## config.mk

```make
export PLATFORM = sky130hd
export DESIGN_NAME = iob_cache_wtbuf
export DESIGN_NICKNAME = d
export VERILOG_FILES = /design/src/rtl/iob_cache_wtbuf_pkg.sv /design/src/rtl/iob_cache_wtbuf_mem.sv /design/src/rtl/iob_cache_wtbuf.sv
export SDC_FILE = /design/constraint.sdc
export NUM_CORES = 1
export LEC_CHECK = 0
export CAP_MARGIN = 0
export CORE_MARGIN = 2
export CORE_UTILIZATION = 55
export CTS_CLUSTER_DIAMETER = 30
export CTS_CLUSTER_SIZE = 12
export DETAILED_ROUTE_END_ITERATION = 10
export GPL_TIMING_DRIVEN = 0
export PLACE_DENSITY = 0.8
export SLEW_MARGIN = 20
export SYNTH_ARGS = -nofsm -noshare
export SYNTH_HDL_FRONTEND = slang
export SYNTH_HIERARCHICAL = 1
export SYNTH_SLANG_ARGS = --single-unit
```

## constraint.sdc

```tcl
create_clock -name clk -period 17.4 [get_ports clk]
set_input_delay 3.48 -clock clk [delete_from_list [all_inputs] [get_ports clk]]
set_output_delay 3.48 -clock clk [all_outputs]
set_load 0.03 [all_outputs]
```

## src/rtl/iob_cache_wtbuf_pkg.sv

```systemverilog
// -----------------------------------------------------------------------------
// iob_cache_wtbuf_pkg
// Shared entry layout for the write-through buffer. Each buffered entry is
// packed as {addr, wdata, wstrb}: wstrb sits in the LSBs, wdata above it and
// addr in the MSBs. These helpers provide the entry width and the field
// offsets used to pack and unpack an entry. Both the buffer control and its
// storage use them.
// -----------------------------------------------------------------------------
package iob_cache_wtbuf_pkg;

  function automatic int wtbuf_entry_w(input int addr_w, input int data_w);
    return addr_w + data_w + data_w / 8;
  endfunction

  function automatic int wtbuf_strb_lsb(input int data_w);
    return 0 * data_w;
  endfunction

  function automatic int wtbuf_data_lsb(input int data_w);
    return data_w / 8;
  endfunction

  function automatic int wtbuf_addr_lsb(input int data_w);
    return data_w + data_w / 8;
  endfunction

endpackage

```

## src/rtl/iob_cache_wtbuf_mem.sv

```systemverilog
// -----------------------------------------------------------------------------
// iob_cache_wtbuf_mem
// DEPTH x ENTRY_W register file. It has one synchronous write port and one
// asynchronous read port, and it holds no control logic. The storage is never
// reset, because stale contents are unreachable once the pointers are cleared.
//   clk    : clock
//   we     : write enable
//   waddr  : write index
//   wdata  : entry to write
//   raddr  : read index
//   rdata  : entry at raddr (combinational)
// -----------------------------------------------------------------------------
module iob_cache_wtbuf_mem
  import iob_cache_wtbuf_pkg::*;
#(
  parameter int DEPTH_LOG2 = 2,
  parameter int ENTRY_W    = 68
) (
  input  logic                  clk,
  input  logic                  we,
  input  logic [DEPTH_LOG2-1:0] waddr,
  input  logic [ENTRY_W-1:0]    wdata,
  input  logic [DEPTH_LOG2-1:0] raddr,
  output logic [ENTRY_W-1:0]    rdata
);

  logic [ENTRY_W-1:0] mem_q [2**DEPTH_LOG2];

  always_ff @(posedge clk) begin
    if (we) mem_q[waddr] <= wdata;
  end

  assign rdata = mem_q[raddr];

endmodule

```

## src/rtl/iob_cache_wtbuf.sv

```systemverilog
// -----------------------------------------------------------------------------
// iob_cache_wtbuf
// Write-through buffer between the cache front-end write path and the
// back-end memory write channel. Accepted CPU writes are queued as
// {addr, wdata, wstrb} and drained in order with a valid/ready handshake.
// The head entry is presented first-word-fall-through.
//   clk, reset           : clock, synchronous active-high reset
//   push, push_addr,
//   push_wdata, push_wstrb : front-end write request
//   be_valid, be_addr,
//   be_wdata, be_wstrb   : head entry towards the back-end
//   be_ready             : back-end accepts the head entry
//   wtbuf_full/empty     : occupancy status for the control register block
//   level                : registered occupancy, only present when
//                          IOB_CACHE_WTBUF_LEVEL_EN is defined
// -----------------------------------------------------------------------------
module iob_cache_wtbuf
  import iob_cache_wtbuf_pkg::*;
#(
  parameter int ADDR_W     = 32,
  parameter int DATA_W     = 32,
  parameter int DEPTH_LOG2 = 2
) (
  input  logic                  clk,
  input  logic                  reset,
  input  logic                  push,
  input  logic [ADDR_W-1:0]     push_addr,
  input  logic [DATA_W-1:0]     push_wdata,
  input  logic [DATA_W/8-1:0]   push_wstrb,
  output logic                  be_valid,
  output logic [ADDR_W-1:0]     be_addr,
  output logic [DATA_W-1:0]     be_wdata,
  output logic [DATA_W/8-1:0]   be_wstrb,
  input  logic                  be_ready,
  output logic                  wtbuf_full,
  output logic                  wtbuf_empty
`ifdef IOB_CACHE_WTBUF_LEVEL_EN
  ,
  output logic [DEPTH_LOG2:0]   level
`endif
);

  localparam int STRB_W   = DATA_W / 8;
  localparam int PTR_W    = DEPTH_LOG2;
  localparam int LVL_W    = DEPTH_LOG2 + 1;
  localparam int ENTRY_W  = wtbuf_entry_w(ADDR_W, DATA_W);
  localparam int STRB_LSB = wtbuf_strb_lsb(DATA_W);
  localparam int DATA_LSB = wtbuf_data_lsb(DATA_W);
  localparam int ADDR_LSB = wtbuf_addr_lsb(DATA_W);
  localparam logic [LVL_W-1:0] DEPTH_LVL = {1'b1, {DEPTH_LOG2{1'b0}}};

  logic [PTR_W-1:0]   wr_ptr_q, wr_ptr_d;
  logic [PTR_W-1:0]   rd_ptr_q, rd_ptr_d;
  logic [LVL_W-1:0]   level_q, level_d;
  logic               pop;
  logic               push_acc;
  logic [ENTRY_W-1:0] wr_entry;
  logic [ENTRY_W-1:0] rd_entry;

  // Flags come from the level only. Pointer equality would be ambiguous
  // between the full and empty cases.
  assign wtbuf_full  = (level_q == DEPTH_LVL);
  assign wtbuf_empty = (level_q == '0);
  assign be_valid    = ~wtbuf_empty;

  assign pop      = be_valid & be_ready;
  // While full, a push still fits if the head leaves in the same cycle.
  assign push_acc = push & (~wtbuf_full | pop);

  always_comb begin
    wr_ptr_d = wr_ptr_q;
    rd_ptr_d = rd_ptr_q;
    level_d  = level_q;
    if (push_acc) wr_ptr_d = wr_ptr_q + PTR_W'(1);
    if (pop)      rd_ptr_d = rd_ptr_q + PTR_W'(1);
    case ({push_acc, pop})
      2'b10:   level_d = level_q + LVL_W'(1);
      2'b01:   level_d = level_q - LVL_W'(1);
      default: level_d = level_q;
    endcase
  end

  always_ff @(posedge clk) begin
    if (reset) begin
      wr_ptr_q <= '0;
      rd_ptr_q <= '0;
      level_q  <= '0;
    end else begin
      wr_ptr_q <= wr_ptr_d;
      rd_ptr_q <= rd_ptr_d;
      level_q  <= level_d;
    end
  end

  assign wr_entry = {push_addr, push_wdata, push_wstrb};

  iob_cache_wtbuf_mem #(
    .DEPTH_LOG2 (DEPTH_LOG2),
    .ENTRY_W    (ENTRY_W)
  ) u_mem (
    .clk   (clk),
    .we    (push_acc),
    .waddr (wr_ptr_q),
    .wdata (wr_entry),
    .raddr (rd_ptr_q),
    .rdata (rd_entry)
  );

  assign be_addr  = rd_entry[ADDR_LSB +: ADDR_W];
  assign be_wdata = rd_entry[DATA_LSB +: DATA_W];
  assign be_wstrb = rd_entry[STRB_LSB +: STRB_W];

`ifdef IOB_CACHE_WTBUF_LEVEL_EN
  assign level = level_q;
`endif

endmodule

```

# == Yosys cells after proc, flatten, opt, wreduce, memory -nomap -nowiden ==
# Memories as Yosys holds them, arrays and structs flattened. A register that Yosys moved wholly into a read port is not among the register bits.
# Index checks and enable logic that the tools add are counted.
# classes
addsub,4
eq_ne,3
n_mux,5
bitwise,5
n_reduce_logical,2
# op_table
operator,n
one-hot mux 3 bit (2 select lines),1
"adder 2 x 1 -> 2 bit, second input constant",2
2-to-1 mux 2 bit,2
"adder 3 x 1 -> 3 bit, second input constant",1
"equality test 3 bit, second input constant",1
logical NOT 3 bit,1
"subtractor 3 x 1 -> 3 bit, second input constant",1
bitwise AND 1 bit,2
"equality test 2 x 1 -> 1 bit, second input constant",1
"equality test 2 bit, second input constant",1
2-to-1 mux 1 bit,2
NOT 1 bit,2
nonzero test 2 bit,1
bitwise OR 1 bit,1
# word_totals
reg_bits,7
ramBits,272
inputBits,72
out_inout_bits,71
elab_cells,23
memories,1
# mem_list
name,depth,word_bits,rd,rd_ports_with_merged_regs,write_ports,line_no,source
u_mem.mem_q,4,68,1,1,1,iob_cache_wtbuf_mem.sv:27,logic [ENTRY_W-1:0] mem_q [2**DEPTH_LOG2];

# == Longest topological paths before layout ==
# Gate-level depths: netlist (run 1).
# depth
depth_word,7
mapped_depth,9
ltp_nobuf,9

# == By module ==
# Netlist (run 1), hierarchy kept.
# modules_own_cells
module,instances,cells_per_inst,area_each_um2,seq_area_each_um2
iob_cache_wtbuf_mem,1,360,9867.0,8167.8
iob_cache_wtbuf,1,43,375.4,140.1

# == Worst setup path before layout (run 1) ==
# No wires, ideal clock.
# synth_timing
path_type,in2reg
from,in be_ready
to,"mem u_mem.mem_q[0][0], enable pin"
setup_ns,0.592
t_arrival_ns,8.727
t_required_ns,16.808
path_slack_ns,8.082
path_stages,3
path_buffers,0
cell_sequence,nor4b_2 > nor2b_2 > nor3b_1
# synth_via
elab_chain_cells,5
# synth_lines
item,line_no,source
start: declaration,iob_cache_wtbuf.sv:34,"input logic be_ready,"
bitwise AND 1 bit,iob_cache_wtbuf.sv:66,assign pop = be_valid & be_ready;
bitwise OR 1 bit,iob_cache_wtbuf.sv:68,assign push_acc = push & (~wtbuf_full | pop);
bitwise AND 1 bit,iob_cache_wtbuf.sv:68,
via push_acc,iob_cache_wtbuf.sv:56,logic push_acc;
2-to-1 mux 1 bit,iob_cache_wtbuf_mem.sv:30,if (we) mem_q[waddr] <= wdata;
2-to-1 mux 1 bit (implied by the code),iob_cache_wtbuf_mem.sv:30,
end: declaration,iob_cache_wtbuf_mem.sv:27,
# The timed path passes the listed nets, and every way through them passes these cells.

==> results_dict.tcl, run 1 <==
set metrics [dict create \
    grt_max_degree 41 \
    cp_max_fo 10 \
    place.gp.congestion 0.736 \
    syn-num-nets 477 \
    syn_area_um2 10200 \
    drc 0 \
    yosysMostFrequentCell "edfxtp_1" \
    cellPowerDensity_nw_per_um2 156 \
    track_usage 0.192 \
    areaGrowthSynthToFinish_pct 31.8 \
    wl_um 18600 \
    fin_skew_ns 0.0177 \
    holdWs_ns 0.498 \
    fill_cells 1005 \
    grt_overflow 0 \
    cts_hold_buffers 0 \
    synth_seq_cells 279 \
    tns_ns 0 \
    critical_path_arrival_ns 2.61 \
    critPathCaptureType "output pin" \
    final_nets 676 \
    status "finished clean" \
    crit_path_start_kind "flop" \
    cts_tree "yes" \
    row_count 49 \
    firstDrtPassIters 4 \
    hold_class "flop to flop" \
    first_iter_violations 242 \
    rsz0062_at_grt "false" \
    required_ns 13.92 \
    yosysWarnings 6 \
    grt_pass1_wl_um 28600 \
    die_w_um 140 \
    cts_resized 0 \
    synthTopCellsByCount "272 x edfxtp_1, 68 x mux4_2, 7 x dfxtp_1, 5 x inv_1, 5 x nor2_1" \
    hpwl_um 11300 \
    maxSlewHeadroom 0.570 \
    wl_per_cell_um 21.5 \
    seq_area_frac_synth 0.811 \
    ioPinCount 143 \
    worstMarginPinSlew_ns 0.645 \
    clk_pin_slew_worst_paths_ns 0.05 \
    cts_max_level 2 \
    finalPower_mw 2.10 \
    synth_edf_count 272 \
    ir_drop_v 0.000132 \
    instances_no_fill 863 \
    grt_antenna_before_repair 0 \
    synth_top_area_cell "edfxtp_1" \
    syn_avg_cell_area_um2 25.4 \
    syn_inst 403 \
    drv_slew 0 \
    vias 4802 \
    die_h_um 140 \
    synth_top_area_frac 0.797 \
    place_area_um2 12100 \
    cts_buffer_depth 3 \
    period_share 0.350 \
    cellLeakagePower_nw 4.40 \
    worst_slack_ns 11.31 \
    antenna_left 0 \
    start_util 0.564 \
    design.die.area_um2 19700 \
    cts_buffers 44 \
    diodes 0 \
    fin_area_um2 13500 \
    io_buffers 141 \
    clock-sinks 279 \
    grt_pass1_vias 5225 \
    post_cts_buffers 0 \
    multi_input_area_um2 1790 \
    cts_root_buf "clkbuf_16" \
    viasPerCell 5.56 \
    synth-main-ff-cell "edfxtp_1" \
    synth_cell_types 28 \
    final_util 0.744 \
    max_freq_mhz 164 \
    final_layout_size_suffix_gt1_frac 0.265 \
    period_minus_slack_ns 6.09 \
    critical_path_class "flop to output pin" \
    setup_violations 0 \
    synthArstFlopShare 0 \
    coreArea_um2 18100 \
    ff_latch_area_um2 8310 \
    hold_violations 0 \
    insertion_delay_ns 0.51 \
    drv_cap 0 \
    place_inst 785 \
    place_ws_ns 11.08 \
    synth_area_leaders "edfxtp_1 80%, mux4_2 15%, dfxtp_1 1.4%" \
]
## logic make-up (layout without fill, tap and decap cells)
kind of cell,count (synthesis),count (layout),synth area share
simple gates,19,19,0.0121
fa+ha+maj,2,2,0.00318
compound gates,8,8,0.00415
buf+inv,23,254,0.0159
flops,279,279,0.811
xor+xnor,3,3,0.00257
mux,69,69,0.151
## sequential cells by signal, indices dropped and copies added (netlist names)
register,count
level_q,3
wr_ptr_q,2
rd_ptr_q,2
u_mem/mem_q,272
## where the power goes
group	internal [mW]	total [mW]	switching, mW
clock network	0.514	0.799	0.285
logic	0.239	0.503	0.264
registers	0.788	0.802	0.0143
## routing by layer
layer / up-vias / global-route usage / part of all wire
met5: - / 0 / 0
met4: 0 / 0.0579 / 0.018
met1: 2477 / 0.249 / 0.40
met3: 32 / 0.0482 / 0.061
li1: 2138 / - / -
met2: 155 / 0.329 / 0.52
## worst max-delay path, cell delays in order, from the launching register on
cell and delay, ns:
dfxtp_1 0.34, buf_2 0.17, buf_2 0.28, buf_2 0.32, mux4_2 0.36, clkdlybuf4s50_1 0.61
## cells in the final DEF, fill, tap and decap left out, types with 2 or more instances in the layout
master	n
inv_6	4
or3_1	3
nand2_1	2
clkinvlp_4	7
a21oi_1	4
dfxtp_1	7
buf_16	2
nor2_1	5
mux4_2	68
buf_6	4
clkbuf_16	45
clkinv_2	6
clkinv_1	6
clkbuf_8	3
clkbuf_1	9
buf_4	10
buf_2	4
edfxtp_1	272
buf_12	4
inv_1	5
o21ai_0	3
clkdlybuf4s50_1	141
bufinv_16	2
and3b_4	2
xor2_1	3
## cell type report
class,count,area share
multi-input cells,101,0.133
repair buffers,153,0.116
flip-flops and latches,279,0.616
clock inverters,25,0.0148
plain buffers,17,0.0104
inverters,6,0.00167
clock buffers,53,0.0879
well taps,229,0.0212
## final timing paths
kind,startpoint,to,slack [ns],cells after the start
hold reg to reg,rd_ptr_q[1],rd_ptr_q[1],0.50,2
setup / recovery,rd_ptr_q[1],be_addr[17],11.31,5
hold / removal,rd_ptr_q[1],rd_ptr_q[1],0.50,2
setup reg to reg,level_q[2],u_mem/mem_q[0][52],14.67,8
Note: power is estimated with default switching activity, not from simulation.
==> inputs of run 2 (changes only) <==
--- a/config.mk
+++ b/config.mk
@@ -7,12 +7,12 @@
 export LEC_CHECK = 0
 export CAP_MARGIN = 0
 export CORE_MARGIN = 2
-export CORE_UTILIZATION = 55
+export CORE_UTILIZATION = 49
 export CTS_CLUSTER_DIAMETER = 30
 export CTS_CLUSTER_SIZE = 12
 export DETAILED_ROUTE_END_ITERATION = 10
 export GPL_TIMING_DRIVEN = 0
-export PLACE_DENSITY = 0.8
+export PLACE_DENSITY = 0.76
 export SLEW_MARGIN = 20
 export SYNTH_ARGS = -nofsm -noshare
 export SYNTH_HDL_FRONTEND = slang
==> constraint.sdc (replaced) <==
create_clock -name clk -period 5.55 [get_ports clk]
set_input_delay 1.11 -clock clk [delete_from_list [all_inputs] [get_ports clk]]
set_output_delay 1.11 -clock clk [all_outputs]
set_load 0.03 [all_outputs]
==> run 2 against run 1 <==
  * Die area rose by 12%
  * Final cell count rose by 4.6%
  * Hold slack better by 0.030 ns
  * Via count increased by 0.65%
  * Clock power rose to 3.5 times the previous value
  * Critical endpoint is now be_addr[4]
  * Largest cell class unchanged
  * Largest power group is now clock
  * Highest routed layer is now met5
==> results_dict.tcl, run 2 (same netlist as run 1, synthesis figures left out) <==
set metrics [dict create \
    status "finished clean" \
    crit_path_start_kind "flop" \
    cts_buffers 45 \
    reg_top3 "u_mem/mem_q: 272 flops, level_q: 3 flops" \
    rsz0062_at_grt "false" \
    wl_per_cell_um 20.5 \
    tns_ns 0 \
    drv_slew 0 \
    diodes 0 \
    viasPerCell 5.35 \
    critical_path_class "flop to output pin" \
    period_share 0.681 \
    fin_skew_ns 0.00780 \
    setup_violations 0 \
    post_cts_buffers 0 \
    largest_reg_flops 272 \
    reg2reg_slack_ns 3.24 \
    antenna_left 0 \
    grt_pass1_wl_um 28900 \
    insertion_delay_ns 0.50 \
    cellLeakagePower_nw 4.46 \
    r2r_cells 6 \
    firstDrtPassIters 4 \
    layout_common_cells "272 x edfxtp_1, 141 x clkdlybuf4s50_1, 68 x mux4_2" \
    hold_class "flop to flop" \
    track_usage 0.173 \
    ioPinCount 143 \
    hold_depth 2 \
    clk_pin_slew_worst_paths_ns 0.05 \
    areaGrowthSynthToFinish_pct 33.7 \
    place.gp.congestion 0.745 \
    cts_max_level 2 \
    slowest_delay_ns 0.65 \
    cellPowerDensity_nw_per_um2 502 \
    coreArea_um2 20400 \
    grt_pass1_vias 5337 \
    final_layout_size_suffix_gt1_frac 0.267 \
    ir_drop_v 0.000413 \
    cts_resized 0 \
    largest-register "u_mem/mem_q" \
    cts_hold_buffers 0 \
    cts_tree "yes" \
    period_minus_slack_ns 3.78 \
    die_h_um 149 \
    grt_max_degree 37 \
    start_util 0.503 \
    cts_root_buf "clkbuf_16" \
    design.die.area_um2 22100 \
    worstMarginPinSlew_ns 0.687 \
    rr_startpoint "level_q[2]" \
    drc 0 \
    die_w_um 149 \
    vias 4833 \
    row_count 52 \
    first_iter_violations 279 \
    hpwl_um 11200 \
    final_util 0.673 \
    final_nets 674 \
    critPathCapture "be_addr[4]" \
    worst_slack_ns 1.77 \
    maxSlewHeadroom 0.542 \
    io_buffers 141 \
    required_ns 4.44 \
    critical_path_arrival_ns 2.67 \
    max_freq_mhz 264 \
    slowest_stage "clkdlybuf4s50_1" \
    cp_cell_sequence "buf_2 > clkbuf_1 > mux4_2 > clkdlybuf4s50_1" \
    wl_um 18500 \
    critPathLaunch "rd_ptr_q[1]" \
    cp_max_fo 10 \
    clock-sinks 279 \
    grt_antenna_before_repair 1 \
    grt_overflow 0 \
    place_ws_ns 2.02 \
    hold_violations 0 \
    final_common_cell "edfxtp_1" \
    critPathCaptureType "output pin" \
    drv_cap 0 \
    rr_endpoint "u_mem/mem_q[0][51]" \
    cts_buffer_depth 3 \
]
## run 2: worst min path at each step
stage | startpoint | endpoint | slack (ns)
floorplan | rd_ptr_q[1] | rd_ptr_q[1] | 0.45
global placement | rd_ptr_q[1] | rd_ptr_q[1] | 0.47
detailed placement | rd_ptr_q[1] | rd_ptr_q[1] | 0.50
CTS | rd_ptr_q[1] | rd_ptr_q[1] | 0.52
global route | rd_ptr_q[1] | rd_ptr_q[1] | 0.54
finish | rd_ptr_q[1] | rd_ptr_q[1] | 0.53
## run 2: critical path: cells and delay by family (launching register included)
family | cells | cell delay [ns]
mux | 1 | 0.41
buf+inv | 3 | 1.39
flops | 1 | 0.35
## run 2: power breakdown
part           switching (mW)  internal (mW)
Clock                   0.908           1.86
Sequential             0.0456           2.47
Combinational           0.836          0.754
## run 2: cell type report
type | count | area (um2)
fillers | 1270 | 6670
clock inverters | 32 | 397
inverters | 6 | 22.5
clock buffers | 48 | 1140
flip-flops and latches | 279 | 8310
repair buffers | 150 | 1560
plain buffers | 17 | 140
well taps | 270 | 338
multi-input cells | 101 | 1800
## run 2: per-stage QoR
step	cells	hold WS (ns)	total power, mW	area, um2
detailed placement	823	0.498	4.16	12200
floorplan	403	0.455	3.56	10200
CTS	903	0.521	6.96	13700
global route	903	0.544	7.12	13700
global placement	814	0.472	4.12	12000
finish	903	0.528	6.87	13700
## run 2: per-layer routing
layer  wire length, um  track usage  share of wire  vias up
met4               492       0.0614          0.027        2
met3              1140       0.0466          0.062       49
li1                  -            -              -     2138
met1              7330        0.219           0.40     2500
met5                11            0        0.00060        -
met2              9510        0.291           0.51      144
